[src/rtl/key_led_top.sv]
// Push-button LED toggle: debounces an active-low key and flips the LED once per accepted press.
// Define KEY_SYNC_EN to add a two-flop synchronizer on the raw key input (production setting).

module key_debounce #(
  parameter int DELAY_10MS = 500000
) (
  input  logic sclk,
  input  logic s_rst_n,
  input  logic key,
  output logic press
);

  localparam int CNT_W = $clog2(DELAY_10MS + 1);
  localparam logic [CNT_W-1:0] CNT_MAX  = CNT_W'(DELAY_10MS);
  localparam logic [CNT_W-1:0] CNT_LAST = CNT_W'(DELAY_10MS - 1);

  logic             key_s;
  logic [CNT_W-1:0] cnt;

  // Saturating increment keeps a held key from ever re-reaching CNT_LAST.
  function automatic logic [CNT_W-1:0] sat_inc(input logic [CNT_W-1:0] c);
    if (c < CNT_MAX) return c + 1'b1;
    return c;
  endfunction

`ifdef KEY_SYNC_EN
  logic key_p0;
  logic key_p1;

  // Synchronizer stages; reset to the released level so reset never looks like a press.
  always_ff @(posedge sclk) begin
    if (s_rst_n) begin
      key_p0 <= 1'b1;
      key_p1 <= 1'b1;
    end else begin
      key_p0 <= key;
      key_p1 <= key_p0;
    end
  end

  assign key_s = key_p1;
`else
  assign key_s = key;
`endif

  // Debounce counter: any high sample restarts the low-run count.
  always_ff @(posedge sclk) begin
    if (s_rst_n)
      cnt <= '0;
    else if (key_s)
      cnt <= '0;
    else
      cnt <= sat_inc(cnt);
  end

  assign press = ~key_s && (cnt == CNT_LAST);

endmodule

module key_led_top #(
  parameter int DELAY_10MS = 500000
) (
  input  logic sclk,
  input  logic s_rst_n,
  input  logic key,
  output logic led
);

  logic press;

  key_debounce #(
    .DELAY_10MS(DELAY_10MS)
  ) u0_key_debounce_inst (
    .sclk   (sclk),
    .s_rst_n(s_rst_n),
    .key    (key),
    .press  (press)
  );

  // LED toggle register
  always_ff @(posedge sclk) begin
    if (s_rst_n)
      led <= 1'b0;
    else if (press)
      led <= ~led;
  end

endmodule

[config.mk]
export PLATFORM = sky130hd
export DESIGN_NAME = key_led_top
export DESIGN_NICKNAME = d
export VERILOG_FILES = /design/src/rtl/key_led_top.sv
export SDC_FILE = /design/constraint.sdc
export NUM_CORES = 1
export LEC_CHECK = 0
export BUFFER_PORTS_ARGS = -buffer_cell sky130_fd_sc_hd__buf_2
export CAP_MARGIN = 20
export CORE_UTILIZATION = 40
export DETAILED_ROUTE_END_ITERATION = 8
export PLACE_DENSITY_LB_ADDON = 0.2
export RECOVER_POWER = 25
export SLEW_MARGIN = 20
export SYNTH_ARGS = -nofsm -noshare
export SYNTH_HDL_FRONTEND = slang
export SYNTH_SLANG_ARGS = --single-unit
[constraint.sdc]
create_clock -name sclk -period 1.8 [get_ports sclk]
set_clock_uncertainty 0.05 [all_clocks]
set_input_delay 0.54 -clock sclk [delete_from_list [all_inputs] [get_ports sclk]]
set_output_delay 0.54 -clock sclk [all_outputs]
set_load 0.005 [all_outputs]
==> summary.md <==
| Metric | Value |
|---|---|
| Row cnt | `18` |
| Initial antenna violation count | `0` |
| Largest net degree at the start of global routing | `19` |
| Routed Antenna Nets | `0` |
| CTS clk-pin slew, worst paths | `0.13 ns` |
| Post-synthesis cell type count | `37` |
| YS warnings | `0` |
| CP Capture Type | `register` |
| Crit path buffers/inverters | `1` |
| DRC | `0` |
| Leakage power | `0.413 nW` |
| Share of layout cells above drive strength 1 | `0.197` |
| HPWL after DPL | `about 1.6 mm` |
| CP Data Arrival Time | `~1.9 ns` |
| Initial core utilization | `0.429` |
| Crit path required time | `between 1.5 and 2 ns` |
| Synthesized cell area | `0.00108 mm²` |
| XOR/XNOR Fraction of Synth Area | `0.00810` |
| Vias in the first global route | `786` |
| Hold Buf Count CTS | `0` |
| Largest family of logic cells by synthesized area | `simple AND/OR/NAND/NOR gates` |
| Mapped Nets | `around 130` |
| HP Class | `in -> reg` |
| Average wire per standard cell | `13.8 µm` |
| Total Power | `0.000840 W` |
| Crit path cell chain | `nor3_2 -> a311oi_4 -> buf_4 -> or4_1 -> a21oi_1` |
| Share of flip-flops with an asynchronous set or reset | `0` |
| Largest stage delay on the critical path | `between 0.4 and 0.5 ns` |
| Clock sinks | `20` |
| Rel. slew slack | `0.752` |
| Area delta synth->final | `13.1%` |
| Post-synthesis mux area share | `0.00926` |
| Die H | `54.0 µm` |
| Max FO, Critical Path | `12` |
| Design Area, Final | `between 0.001 and 0.0015 mm²` |
| Routed via count | `between 900 and 1k` |
| WS Path Type | `reg -> reg` |
| Fin Setup TNS | `0 ns` |
| Synth Flop Type | `dfxtp_1` |
| Final slew viol count | `0` |
| CTS tree | `yes` |
| Number of max-cap violations | `0` |
| Slowest-stage cell, CP | `or4_1` |
| Count of final setup violators | `0` |
| VDD IR max | `around 500 µV` |
| Detail Route met2 WL | `1.06 mm` |
| Compound-Gate Fraction of Synth Area | `0.235` |
| Worst-Margin Slew | `between 0.3 and 0.4 ns` |
| Routed wire length | `~2.2 mm` |
| Post-synthesis sequential area ratio | `0.370` |
| Total core area | `~0.0025 mm²` |
| H-tree depth reported by CTS | `1` |
| Post-synth EDFFs | `0` |
| Final min period | `1.70 ns` |
| Remaining Overflow, GRT | `0` |
| Met3 routed WL | `about 53 µm` |
| Die Footprint | `0.00291 mm²` |
| Worst-skew pair later-pin latency | `between 0.3 and 0.4 ns` |
| Final Hold Viols | `0` |
| Number of buffers created by CTS | `3` |
| DRT iter0 DRCs | `22` |
| Startpoint types | `register` |
| Post-synthesis adder-cell area fraction | `0.0116` |
| First-pass GRT wire length | `between 3 and 4 mm` |
| Vias per cell | `around 6` |
| Final #Nets | `137` |
| Gp weighted congestion | `0.738` |
| Setup repair after global routing missed its margin | `false` |
| Most common cell after layout, fill and taps aside | `dfxtp_1` |
| Total GRT Usage | `0.169` |
| Outcome | `complete, no violations` |
| Clk buf depth | `2` |
| Most frequent cells in the layout | `dfxtp_1, a21oi_1, buf_4` |
| Crit path max-delay family | `simple AND/OR/NAND/NOR gates` |
| CTS Root Cell | `clkbuf_4` |
| Ports | `4` |
| Fin crit share | `0.947` |
| Syn Inst Count | `~120` |
| Die width | `~54 µm` |
| I/O Buffers | `3` |
| Simple-Gate Fraction of Synth Area | `0.316` |
| Post-place instance area | `0.00115 mm²` |
| Max Clock Freq | `0.587 GHz` |
| Register bit total from synthesis | `20` |
| Diodes inserted | `0` |
| M1 wire length | `between 1 and 1.5 mm` |
| Fillers | `250` |
| 1st-pass router iterations | `4` |
| Synth Area per Inst | `about 9 µm²` |
| Pwr/cell area | `between 600 and 700 mW/mm²` |
| Highest metal used | `met3` |
-- power by group --
group / total, W / internal (W) / switching, W
registers: 0.000446 / 0.000445 / 0.00000168
logic: 0.0000188 / 0.00000678 / 0.0000120
clock network: 0.000375 / 0.000225 / 0.000150
total: 0.000840 / 0.000676 / 0.000164
-- cell usage after synthesis (2+ instances only) --
cell type	n	area share
a21oi_1	14	0.065
and2_1	2	0.012
and4_1	2	0.016
buf_6	3	0.031
dfxtp_1	20	0.37
inv_1	2	0.0069
nand2_1	7	0.024
nand3_1	6	0.028
nand3b_1	2	0.014
nand4_1	4	0.023
nor2_1	8	0.028
nor3_1	2	0.0093
o21ai_1	5	0.023
o31ai_1	8	0.056
or3_1	8	0.046
or4_1	8	0.056
-- kinds of logic (layout without fill, tap and decap cells) --
group	after synthesis	count (layout)
simple gates	55	55
compound gates	36	36
flops	20	20
buf+inv	8	18
fa+ha+maj	1	1
xor+xnor	1	1
mux	1	1
-- metal layers --
layer / track usage / vias to the layer above
met5: 0 / -
met4: 0.0256 / 0
met3: 0.0339 / 0
met2: 0.274 / 8
met1: 0.235 / 469
li1: - / 499
-- area by class of cell --
type | instances | area (µm²) | area share
tap | 30 | 37.5 | 0.0307
sequential | 20 | 403 | 0.330
clock buffer | 3 | 22.5 | 0.0184
inverter | 2 | 7.51 | 0.00614
multi-input combinational | 94 | 641 | 0.524
timing repair buffer | 12 | 81.3 | 0.0665
clock inverter | 1 | 30.0 | 0.0246
-- sequential cells by signal, summed over array words and instances (netlist names) --
signal	flops
led	1
u0_key_debounce_inst.cnt	19
-- final timing paths --
| check | startpoint | to | slack, ns | depth (start not counted) |
|---|---|---|---|---|
| setup / recovery | u0_key_debounce_inst.cnt[9] | u0_key_debounce_inst.cnt[13] | 0.1 | 5 |
| hold / removal | s_rst_n | led | 0.45 | 2 |
| setup reg to reg | u0_key_debounce_inst.cnt[9] | u0_key_debounce_inst.cnt[13] | 0.1 | 5 |
| hold reg to reg | u0_key_debounce_inst.cnt[11] | u0_key_debounce_inst.cnt[11] | 0.47 | 2 |
-- metrics by stage --
stage / util / instances / hold WS, ns / setup slack [ns]
final: 0.485 / 162 / 0.454 / 0.0962
after global routing: 0.485 / 162 / 0.450 / 0.0184
after CTS: 0.479 / 162 / 0.443 / 0.0511
after detailed placement: 0.458 / 158 / 0.435 / 0.0886
after global placement: 0.458 / 158 / 0.419 / 0.114
after floorplan: - / 122 / 0.391 / 0.193
-- timing repair --
action,in CTS,in global routing
setup buffers,0,0
endpoints found under the setup margin,0,6
gates resized for setup,0,5
endpoints found under the hold margin,0,0
(Power assumes the default switching activity.)
